`config.mk`:
```
export PLATFORM = sky130hd
export DESIGN_NAME = fetch_ctrl_unit_flat
export DESIGN_NICKNAME = d
export VERILOG_FILES = /design/src/rtl/fetch_ctrl_pkg.sv /design/src/rtl/fetch_ctrl_if.sv /design/src/rtl/fetch_ctrl_unit.sv /design/src/flat_wrapper.sv
export SDC_FILE = /design/constraint.sdc
export NUM_CORES = 1
export LEC_CHECK = 0
export ABC_AREA = 0
export CORE_ASPECT_RATIO = 1.5
export CORE_UTILIZATION = 25
export CTS_CLUSTER_SIZE = 25
export DETAILED_ROUTE_END_ITERATION = 10
export GPL_TIMING_DRIVEN = 0
export PLACE_DENSITY = 0.52
export SYNTH_ARGS = -nofsm -noshare
export SYNTH_HDL_FRONTEND = slang
export SYNTH_SLANG_ARGS = --single-unit
```
`constraint.sdc`:
```
create_clock -name clock -period 3.7 [get_ports clock]
set_input_delay 0.74 -clock clock [delete_from_list [all_inputs] [get_ports clock]]
set_output_delay 0.74 -clock clock [all_outputs]
set_load 0.01 [all_outputs]
```
`src/rtl/fetch_ctrl_pkg.sv`:
```
// Shared types and constants for the fetch control unit.
// Opcodes, FSM state encoding and the control-flow decoder.
package fetch_ctrl_pkg;

   localparam int OPC_W = 4;

   localparam logic [OPC_W-1:0] OP_HALT = 4'hD;
   localparam logic [OPC_W-1:0] OP_BR   = 4'hE;
   localparam logic [OPC_W-1:0] OP_JMP  = 4'hF;

   typedef enum logic [1:0] {
      IDLE  = 2'd0,
      FLUSH = 2'd1,
      RUN   = 2'd2,
      HALT  = 2'd3
   } state_t;

   typedef struct packed {
      logic take_br;
      logic take_jmp;
      logic halt;
   } dec_t;

   function automatic dec_t decode(
      input logic [OPC_W-1:0] opc,
      input logic [4:0]       low,
      input logic             cond
   );
      dec_t d;
      d          = '0;
      d.take_br  = (opc == OP_BR) && cond;
      d.take_jmp = (opc == OP_JMP);
      d.halt     = (opc == OP_HALT) && (low == 5'd0);
      return d;
   endfunction

endpackage

```
`src/rtl/fetch_ctrl_if.sv`:
```
// Fetch <-> control bundle: instruction in, redirect and
// lifecycle controls out.
interface fetch_ctrl_if #(
   parameter int INSTR_W = 9,
   parameter int PC_W    = 8
);
   logic [INSTR_W-1:0] instr;
   logic [PC_W-1:0]    instruction_number;
   logic               cond_flag;
   logic [PC_W-1:0]    reg_branch_val;
   logic               branch_ctrl;
   logic [PC_W-1:0]    branch_val;
   logic               jump_ctrl;
   logic [PC_W-1:0]    jump_val;
   logic               init_ctrl;
   logic               done_ctrl;
   logic               squash;

   modport master (
      input  instr, instruction_number, cond_flag, reg_branch_val,
      output branch_ctrl, branch_val, jump_ctrl, jump_val,
      output init_ctrl, done_ctrl, squash
   );

   modport slave (
      output instr, instruction_number, cond_flag, reg_branch_val,
      input  branch_ctrl, branch_val, jump_ctrl, jump_val,
      input  init_ctrl, done_ctrl, squash
   );
endinterface

```
`src/rtl/fetch_ctrl_unit.sv`:
```
// Control end of fetch: decodes control-flow opcodes, drives
// redirects, squashes the wrong-path slot, counts retirements.
module fetch_ctrl_unit
   import fetch_ctrl_pkg::*;
#(
   parameter int INSTR_W = 9,
   parameter int PC_W    = 8,
   parameter int CNT_W   = 17
) (
   input  logic             clock,
   input  logic             reset_n,
   input  logic             start,
   fetch_ctrl_if.master     bus,
   output logic [CNT_W-1:0] retired,
   output logic [1:0]       state_o
);

   localparam logic [CNT_W-1:0] CNT_MAX = '1;
   localparam logic [CNT_W-1:0] CNT_ONE = {{(CNT_W-1){1'b0}}, 1'b1};

   state_t            state_q, state_d;
   logic              br_q, br_d;
   logic              jmp_q, jmp_d;
   logic              done_q, done_d;
   logic              init_q, init_d;
   logic              sq_q, sq_d;
   logic [PC_W-1:0]   bval_q, bval_d;
   logic [PC_W-1:0]   jval_q, jval_d;
   logic [CNT_W-1:0]  retired_q, retired_d;
   logic              clr, inc;
   logic [OPC_W-1:0]  opc;
   logic [4:0]        low;
   dec_t              dec;
   logic              unused_pc;

   assign opc       = bus.instr[INSTR_W-1 -: OPC_W];
   assign low       = bus.instr[4:0];
   assign dec       = decode(opc, low, bus.cond_flag);
   assign unused_pc = ^bus.instruction_number;

   // Next state, next registered controls and counter update.
   always_comb begin
      state_d = state_q;
      br_d    = 1'b0;
      jmp_d   = 1'b0;
      done_d  = 1'b0;
      init_d  = 1'b0;
      sq_d    = 1'b0;
      bval_d  = bval_q;
      jval_d  = jval_q;
      clr     = 1'b0;
      inc     = 1'b0;
      unique case (state_q)
         IDLE: begin
            init_d = 1'b1;
            if (start) begin
               clr     = 1'b1;
               state_d = FLUSH;
            end
         end
         FLUSH: begin
            sq_d    = 1'b1;
            state_d = RUN;
         end
         RUN: begin
            inc = 1'b1;
            if (dec.take_br) begin
               br_d    = 1'b1;
               bval_d  = bus.reg_branch_val;
               state_d = FLUSH;
            end else if (dec.take_jmp) begin
               jmp_d   = 1'b1;
               jval_d  = PC_W'({low, 3'b000});
               state_d = FLUSH;
            end else if (dec.halt) begin
               done_d  = 1'b1;
               state_d = HALT;
            end
         end
         HALT: begin
            if (start) begin
               init_d  = 1'b1;
               clr     = 1'b1;
               state_d = FLUSH;
            end
         end
         default: state_d = IDLE;
      endcase
      if (clr)
         retired_d = '0;
      else if (inc && retired_q != CNT_MAX)
         retired_d = retired_q + CNT_ONE;
      else
         retired_d = retired_q;
   end

   // State and registered outputs; reset aborts any pending redirect.
   always_ff @(posedge clock) begin
      if (!reset_n) begin
         state_q   <= IDLE;
         br_q      <= 1'b0;
         jmp_q     <= 1'b0;
         done_q    <= 1'b0;
         init_q    <= 1'b1;
         sq_q      <= 1'b0;
         bval_q    <= '0;
         jval_q    <= '0;
         retired_q <= '0;
      end else begin
         state_q   <= state_d;
         br_q      <= br_d;
         jmp_q     <= jmp_d;
         done_q    <= done_d;
         init_q    <= init_d;
         sq_q      <= sq_d;
         bval_q    <= bval_d;
         jval_q    <= jval_d;
         retired_q <= retired_d;
      end
   end

   assign bus.branch_ctrl = br_q;
   assign bus.branch_val  = bval_q;
   assign bus.jump_ctrl   = jmp_q;
   assign bus.jump_val    = jval_q;
   assign bus.init_ctrl   = init_q;
   assign bus.done_ctrl   = done_q;
   assign bus.squash      = sq_q;
   assign retired         = retired_q;
   assign state_o         = state_q;

endmodule

```
`src/flat_wrapper.sv`:
```
// flat-port wrapper written by rule: the top's interface ports become plain ports
module fetch_ctrl_unit_flat import fetch_ctrl_pkg::*;
#(
   parameter int INSTR_W = 9,
   parameter int PC_W    = 8,
   parameter int CNT_W   = 17
)
  (clock, reset_n, start, retired, state_o, bus_instr, bus_instruction_number, bus_cond_flag, bus_reg_branch_val, bus_branch_ctrl, bus_branch_val, bus_jump_ctrl, bus_jump_val, bus_init_ctrl, bus_done_ctrl, bus_squash);
  fetch_ctrl_if #(.INSTR_W(INSTR_W), .PC_W(PC_W)) bus_i ();
  input  logic clock;
  input  logic reset_n;
  input  logic start;
  output logic [CNT_W-1:0] retired;
  output logic [1:0] state_o;
  input wire logic [$bits(bus_i.instr)-1:0] bus_instr;
  input wire logic [$bits(bus_i.instruction_number)-1:0] bus_instruction_number;
  input wire logic [$bits(bus_i.cond_flag)-1:0] bus_cond_flag;
  input wire logic [$bits(bus_i.reg_branch_val)-1:0] bus_reg_branch_val;
  output wire logic [$bits(bus_i.branch_ctrl)-1:0] bus_branch_ctrl;
  output wire logic [$bits(bus_i.branch_val)-1:0] bus_branch_val;
  output wire logic [$bits(bus_i.jump_ctrl)-1:0] bus_jump_ctrl;
  output wire logic [$bits(bus_i.jump_val)-1:0] bus_jump_val;
  output wire logic [$bits(bus_i.init_ctrl)-1:0] bus_init_ctrl;
  output wire logic [$bits(bus_i.done_ctrl)-1:0] bus_done_ctrl;
  output wire logic [$bits(bus_i.squash)-1:0] bus_squash;
  assign bus_i.instr = bus_instr;
  assign bus_i.instruction_number = bus_instruction_number;
  assign bus_i.cond_flag = bus_cond_flag;
  assign bus_i.reg_branch_val = bus_reg_branch_val;
  assign bus_branch_ctrl = bus_i.branch_ctrl;
  assign bus_branch_val = bus_i.branch_val;
  assign bus_jump_ctrl = bus_i.jump_ctrl;
  assign bus_jump_val = bus_i.jump_val;
  assign bus_init_ctrl = bus_i.init_ctrl;
  assign bus_done_ctrl = bus_i.done_ctrl;
  assign bus_squash = bus_i.squash;
  fetch_ctrl_unit #(.INSTR_W(INSTR_W), .PC_W(PC_W), .CNT_W(CNT_W)) u_core (.clock(clock), .reset_n(reset_n), .start(start), .bus(bus_i), .retired(retired), .state_o(state_o));
endmodule
```
# After elaboration in Yosys (flattened, before gate mapping)
# Cells that the tools add are included.
# op_classes
n_mux	13
n_reduce_logical	13
n_eq_ne	9
bitwise	3
n_addsub	1
# op_table
operator	n
$add A17 B1 Y17 const B	1
$ne A17 B17 Y1 const B	1
$eq A4 B4 Y1 const B	3
$mux W2	4
$mux W1	7
$pmux W2 S3	1
$reduce_and A2 Y1	3
$logic_not A5 Y1	1
$eq A2 B2 Y1 const B	2
$ne A4 B1 Y1 const B	1
$reduce_or A2 Y1	2
$reduce_or A4 Y1	1
$logic_and A1 B1 Y1	3
$not A1 Y1	3
$reduce_and A3 Y1	1
$reduce_or A3 Y1	1
$eq A2 B1 Y1 const B	1
$logic_not A2 Y1	1
$ne A2 B1 Y1 const B	1
$pmux W1 S2	1
# totals
output_inout_bits	40
register_bits	37
elab_cells	48
input_bits	29

# Longest topological paths before layout
# Gate-level depths: netlist (run 1).
# logic_depth
depth_word	6
mapped_depth	10
ltp_nobuf	9

# Worst setup path after synthesis (run 1)
# No wires, ideal clock.
# synth_timing
path_type	flip-flop to flip-flop
from	reg u_core.retired_q[0], in the netlist u_core.retired[0]
to	reg u_core.retired_q[13], in the netlist u_core.retired[13]
setup_slack_ps	1599
path_stages_with_launch	10
n_path_buf	0
required_time_ps	3630
period_less_slack_ps	2101
t_arrival_ps	2031
setup_ps	70
path_cell_list	dfxtp_1 ha_1 and3_2 nand2_1 nor3_1 ha_1 and4b_4 nand4bb_4 or3_1 a21oi_1
# synth_via
elab_chain_cells	2
elab_cells_between_ends	3
cone_classes	add/sub: 1; eq/ne: 1; reduce/logical: 1
# synth_lines
item	line	rtl
start: declaration	fetch_ctrl_unit.sv:29	logic [CNT_W-1:0] retired_q, retired_d;
start signal: assignment	fetch_ctrl_unit.sv:118	retired_q <= retired_d;
branches (longest 2 deep; another with $add A17 B1 Y17)	-	
# Several ways; the timed one is not identified.
# A chain may end at the register's enable or synchronous reset.

# Worst setup path in the final report (run 1)
# Same ends and word-level chain as after synthesis.

==> qor.yml, run 1 <==
timing:
  fin_tns_setup_ns: 0
  min_period_over_period: 0.604
  rsz0062_at_grt: "false"
  finalSetupViolations: 0
  finalHoldViolCount: 0
  fmax_mhz: 447
  finClkSkew_ns: 0.00463
  maxSlewViolCount: 0
  min_period_ns: 2.24
setup_path:
  cp-startpoint: "u_core.retired[0]"
  startpoint_type: "flop"
  critPathCaptureType: "flop"
  r2r_cells: 9
  crit_type: "flop to flop"
  cp.arrival_ns: 2.45
  worstReg2RegStart: "u_core.retired[0]"
  crit_end: "u_core.retired[13]"
  required_ns: 3.92
  timing.rr.end: "u_core.retired[13]"
  ff2ff_setup_slack_ns: 1.46
  worst-path-max-fanout: 5
detailed_routing:
  dr.pass1.iters: 4
  dr_total_vias: 1420
  drt-total-wl_um: 3860
  via_per_inst: 4.45
  wl_met2_um: 2010
  met3_length_um: 299
  antenna_left: 0
  highest_layer: "met4"
  wl_met1_um: 1470
  wire_per_inst_um: 12.1
  drt_iter0_drc: 27
  drc_errors: 0
global_routing:
  grt_pass1_wl_um: 6300
  antenna_found_initial: 0
  grt_max_degree: 11
  grt_use_total: 0.122
  grt_pass1_vias: 1421
  grt.overflow.total: 0
die:
  core_um2: 6440
  num_rows: 36
  start_util: 0.258
  ios: 69
  chipHeight_um: 102
  die_area_um2: 6980
  die_w_um: 68.5
hold_path:
  hp-class: "flop to flop"
clocking:
  cts-htree-levels: 2
  clk_pin_slew_ns: 0.08
  cts_sinks: 37
  ctsHoldBuffers: 0
  root_buffer: "clkbuf_8"
  cts_tree: "done"
  cts_buffers: 5
  clockBufferDepth: 2
  cts_resized: 0
  insertion_delay_ns: 0.29
  cts_setup_buffers: 0
placement:
  dpl_cell_area_um2: 2330
  gp_congestion: 0.702
  dp_hpwl_um: 2960
  io_buffers: 57
synthesis:
  ys_types: 39
  ys_seq_elements: 37
  synth_area_leaders: "dfxtp_1 (45%), mux2i_1 (8.4%), nor2_1 (5.9%)"
  seq_area_frac_synth: 0.446
  syn_inst: 177
  ys_warn_count: 0
  synth.avg_cell_area_um2: 9.38
  synth_area_um2: 1660
  synth.top_cell.area_share: 0.446
  synth_area_leader_cell: "dfxtp_1"
power_and_ir_drop:
  ir_drop_mv: 0.239
  p_leak_nw: 0.914
  powerDensity_nw_per_um2: 415
cells_and_area:
  fill_cells: 662
  regArea_um2: 741
  stdcell_area_um2: 2420
  multiInputGateArea_um2: 858
  num_antenna_cells: 0
  nets: 279
  layout-drive-gt1-share: 0.0741
  area_growth_syn_to_layout_pct: 45.7
outcome:
  status: "finished clean"
run:
  max_cap_violations: 0
power breakdown:
group	total, mW	leakage, nW	switching [mW]	internal, mW
combinational	0.265	0.570	0.131	0.134
clock	0.292	0.0443	0.144	0.148
sequential	0.447	0.299	0.0239	0.423
registers in the layout, summed over array words and instances, names as in the netlist:
register                count
u_core.bus.init_ctrl        1
u_core.bus.done_ctrl        1
u_core.state_o              2
u_core.retired             17
u_core.bus.jump_ctrl        1
u_core.bus.squash           1
u_core.bus.jump_val         5
u_core.bus.branch_val       8
u_core.bus.branch_ctrl      1
per-stage QoR:
stage	hold WS, ns	setup slack (ns)	power, mW	util	std cells
after floorplan	0.496	1.60	0.615	-	179
after global placement	0.467	1.17	0.725	0.362	312
after detailed placement	0.474	1.17	0.725	0.362	312
after CTS	0.489	1.43	1.02	0.376	319
after global routing	0.527	1.31	1.06	0.376	319
final	0.494	1.46	1.00	0.376	319
layout by cell type (no fill, tap or decap), drive strengths merged, types with 2 or more instances in the layout:
| cell type | Yosys | layout |
|---|---|---|
| or3 | 4 | 4 |
| inv | 4 | 4 |
| nor3 | 3 | 3 |
| ha | 7 | 7 |
| nor2 | 26 | 26 |
| and3 | 2 | 2 |
| conb | 1 | 3 |
| or2 | 2 | 2 |
| o21ai | 6 | 6 |
| and2 | 3 | 3 |
| xnor2 | 2 | 2 |
| nand3 | 8 | 8 |
| dfxtp | 37 | 37 |
| clkdlybuf4s50 | 0 | 57 |
| nand4 | 6 | 6 |
| a21oi | 10 | 10 |
| clkbuf | 4 | 11 |
| mux2i | 14 | 14 |
| buf | 5 | 5 |
| nand2 | 10 | 10 |
| xor2 | 8 | 8 |
| nand2b | 2 | 2 |
layout make-up:
cell class,count,area share
Sequential cell,37,0.306
Clock buffer,7,0.0357
Tap cell,76,0.0393
Buffer,9,0.0222
Timing Repair Buffer,57,0.236
Inverter,4,0.00620
Multi-Input combinational cell,129,0.355
synth_stat cells:
| cell | n |
|---|---|
| a21oi_1 | 10 |
| nor4_1 | 1 |
| or2_2 | 1 |
| conb_1 | 1 |
| xnor2_1 | 2 |
| and4_2 | 1 |
| nor3b_1 | 1 |
| nor2b_1 | 1 |
| inv_1 | 4 |
| nand4_1 | 6 |
| or4_1 | 1 |
| o21a_1 | 1 |
| mux2i_1 | 14 |
| or2_1 | 1 |
| nor3_1 | 3 |
| buf_2 | 1 |
| nor2_1 | 26 |
| nand2_1 | 10 |
| buf_4 | 3 |
| nand3_1 | 7 |
| buf_6 | 1 |
| and3_1 | 1 |
| and2b_1 | 1 |
| and2_1 | 3 |
| nand2b_1 | 2 |
| o31ai_1 | 1 |
| nand3_4 | 1 |
| o221a_2 | 1 |
| nand4bb_4 | 1 |
| xor2_1 | 8 |
| ha_1 | 7 |
| and3_2 | 1 |
| or2b_1 | 1 |
| nor4b_1 | 1 |
| clkbuf_1 | 4 |
| or3_1 | 4 |
| dfxtp_1 | 37 |
| and4b_4 | 1 |
| o21ai_0 | 6 |
layer usage:
layer	vias to the layer above	track usage
met5	-	0
met4	0	0.0529
met3	6	0.0458
met2	47	0.222
met1	634	0.120
li1	733	-
worst min path at each step:
stage                     slack, ns  depth (start not counted)                from            endpoint
after CTS                      0.49                          2  u_core.retired[16]  u_core.retired[16]
after global routing           0.53                          2  u_core.retired[16]  u_core.retired[16]
after floorplan                0.50                          2  u_core.retired[16]  u_core.retired[16]
after detailed placement       0.47                          2  u_core.retired[16]  u_core.retired[16]
after global placement         0.47                          2  u_core.retired[16]  u_core.retired[16]
final                          0.49                          2  u_core.retired[16]  u_core.retired[16]
worst max-delay path: stages, from the launching register on:
cell       delay (ns)
dfxtp_1          0.35
ha_1             0.23
and3_2           0.26
nand2_1          0.08
nor3_1           0.04
ha_1             0.20
and4b_4          0.39
nand4bb_4        0.15
or3_1            0.33
a21oi_1          0.13
cell families (layout without fill, tap and decap cells):
| group | count (synthesis) | after routing | synth area share |
|---|---|---|---|
| simple gates | 76 | 76 | 0.256 |
| flops | 37 | 37 | 0.446 |
| compound gates | 19 | 19 | 0.0641 |
| mux | 14 | 14 | 0.0844 |
| buf+inv | 13 | 77 | 0.0414 |
| xor+xnor | 10 | 10 | 0.0528 |
| fa+ha+maj | 7 | 7 | 0.0527 |
| other cells | 1 | 3 | 0.00226 |
Power figures use the tool's default switching activity.
==> inputs of run 2 (changes only) <==
--- a/config.mk
+++ b/config.mk
@@ -11,7 +11,7 @@
 export CTS_CLUSTER_SIZE = 25
 export DETAILED_ROUTE_END_ITERATION = 10
 export GPL_TIMING_DRIVEN = 0
-export PLACE_DENSITY = 0.52
+export PLACE_DENSITY = 0.53
 export SYNTH_ARGS = -nofsm -noshare
 export SYNTH_HDL_FRONTEND = slang
 export SYNTH_SLANG_ARGS = --single-unit
==> constraint.sdc (replaced) <==
create_clock -name clock -period 1.8 [get_ports clock]
set_input_delay 0.36 -clock clock [delete_from_list [all_inputs] [get_ports clock]]
set_output_delay 0.36 -clock clock [all_outputs]
set_load 0.01 [all_outputs]
==> qor.yml, run 2 (same netlist as run 1, synthesis figures left out) <==
global_routing:
  antenna_found_initial: 0  # unchanged
  grt_use_total: 0.132  # +0.0100
  grt_pass1_wl_um: 6770  # +7.4%
  grt_max_degree: 13  # +2
  grt_pass1_vias: 1479  # +4.1%
  grt.overflow.total: 0  # unchanged
setup_path:
  cp.arrival_ns: 2.22  # -0.23 ns
  critPathCaptureType: "flop"
  startpoint_type: "flop"
  required_ns: 2.02  # -1.90 ns
  ff2ff_setup_slack_ns: -0.20  # -1.67 ns
  worst-path-max-fanout: 4  # -1
  crit_type: "flop to flop"
clocking:
  clockBufferDepth: 2  # unchanged
  cts_sinks: 37  # unchanged
  insertion_delay_ns: 0.29  # about the same
  clk_pin_slew_ns: 0.08  # about the same
  cts_tree: "done"
  cts_buffers: 5  # unchanged
  root_buffer: "clkbuf_8"
  cts-htree-levels: 2  # unchanged
detailed_routing:
  via_per_inst: 4.58  # +3.0%
  drt-total-wl_um: 4320  # +12%
  drt_iter0_drc: 34  # +26%
  dr_total_vias: 1540  # +8.5%
  wire_per_inst_um: 12.9  # +6.2%
  antenna_left: 0  # unchanged
  dr.pass1.iters: 4  # unchanged
  drc_errors: 0  # unchanged
cells_and_area:
  final_common_cell: "clkdlybuf4s50_1"
  layout-drive-gt1-share: 0.258  # +0.184
  largest_reg_flops: 17  # unchanged
  nets: 295  # +5.7%
  area_growth_syn_to_layout_pct: 64.9
  fill_cells: 640  # -3.3%
  layout_common_cells: "clkdlybuf4s50_1 (57), dfxtp_1 (27), nor2_1 (26)"
  num_antenna_cells: 0  # unchanged
die:
  ios: 69  # unchanged
  num_rows: 36  # unchanged
  start_util: 0.258  # unchanged
  chipHeight_um: 102  # unchanged
  die_w_um: 68.5  # unchanged
  die_area_um2: 6980  # unchanged
  core_um2: 6440  # unchanged
placement:
  dp_hpwl_um: 2980  # +0.62%
  io_buffers: 57  # unchanged
  gp_congestion: 0.708  # +0.80%
timing:
  finClkSkew_ns: 0.00636  # +0.00173 ns
  min_period_ns: 2.00  # -0.234 ns
  timing.hold.ws_ns: 0.489  # -0.00541 ns
  rsz0062_at_grt: "true"
  finalHoldViolCount: 0  # unchanged
  min_period_over_period: 1.11  # +0.508
  worst_slack_ns: -0.201  # -1.67 ns
  finalSetupViolations: 14  # +14
  fmax_mhz: 500  # +12%
  maxSlewViolCount: 0  # unchanged
run:
  max_cap_violations: 0  # unchanged
power_and_ir_drop:
  ir_drop_mv: 0.444  # +85%
  p_leak_nw: 1.07  # +17%
  powerDensity_nw_per_um2: 847  # +100%
  power.total_mw: 2.32  # +130%
hold_path:
  hp-class: "flop to flop"
outcome:
  violations: "setup timing"
  status: "complete, but fails checks"
==> run 2: cell types whose count changed in the layout (fill, tap and decap cells not counted), sizes merged <==
cell and delta:
bufinv +1, clkinv +1, clkbuf -4, buf +19
==> run 2: worst paths after layout <==
path,start,endpoint,cells past startpoint
worst max-delay path,u_core.retired[1],u_core.retired[15],9
worst min-delay path,u_core.retired[16],u_core.retired[16],2
worst max register to register,u_core.retired[1],u_core.retired[15],9
worst min register to register,u_core.retired[16],u_core.retired[16],2
==> run 2: per-layer routing <==
layer | global-route usage | routed length [µm] | part of all wire
met5 | 0 | 0 | 0
met2 | 0.235 | 2340 | 0.54
met3 | 0.0502 | 292 | 0.068
met4 | 0.0481 | 42 | 0.0097
met1 | 0.138 | 1640 | 0.38
==> run 2: through the flow <==
| stage | instances | TNS (ns) | util | setup slack [ns] | cell area, µm² |
|---|---|---|---|---|---|
| after global placement | 312 | -5.55 | 0.368 | -0.367 | 2370 |
| after detailed placement | 312 | -5.99 | 0.368 | -0.403 | 2370 |
| after floorplan | 179 | -0.528 | - | -0.152 | 1710 |
| after global routing | 336 | -2.95 | 0.425 | -0.276 | 2740 |
| after CTS | 333 | -1.29 | 0.411 | -0.202 | 2650 |
| final | 336 | -1.26 | 0.425 | -0.201 | 2740 |
==> run 2: cell type report <==
cell class	count	area, µm²	area share
sequential	37	768	0.281
timing repair buffer	75	714	0.261
clock inverter	2	38.8	0.0142
inverter	4	15.0	0.00548
clock buffer	6	72.6	0.0265
multi-input combinational	129	983	0.359
buffer	7	50.0	0.0183
tap	76	95.1	0.0347
==> run 2: repair_timing <==
action                     4_1_cts  5_1_grt
setup buffers                   14        3
setup endpoints to repair       18       30
resized for setup               16       18
pin swaps                        9       10
hold buffers                     0        0
cloned                           0        1
==> run 2: report_power, final <==
part | leakage (nW) | switching (mW) | internal [mW] | total (mW)
combinational | 0.711 | 0.322 | 0.363 | 0.685
sequential | 0.306 | 0.0499 | 0.866 | 0.916
clock | 0.0554 | 0.303 | 0.416 | 0.719
==> run 2: critical path, cell delays in order, from the launching register on <==
cell       delay, ns
dfxtp_4         0.36
ha_4            0.15
and3_4          0.19
nand2_4         0.07
nor3_4          0.03
ha_2            0.18
and4b_4         0.36
nand4bb_4       0.13
or3_1           0.34
a21oi_2         0.12
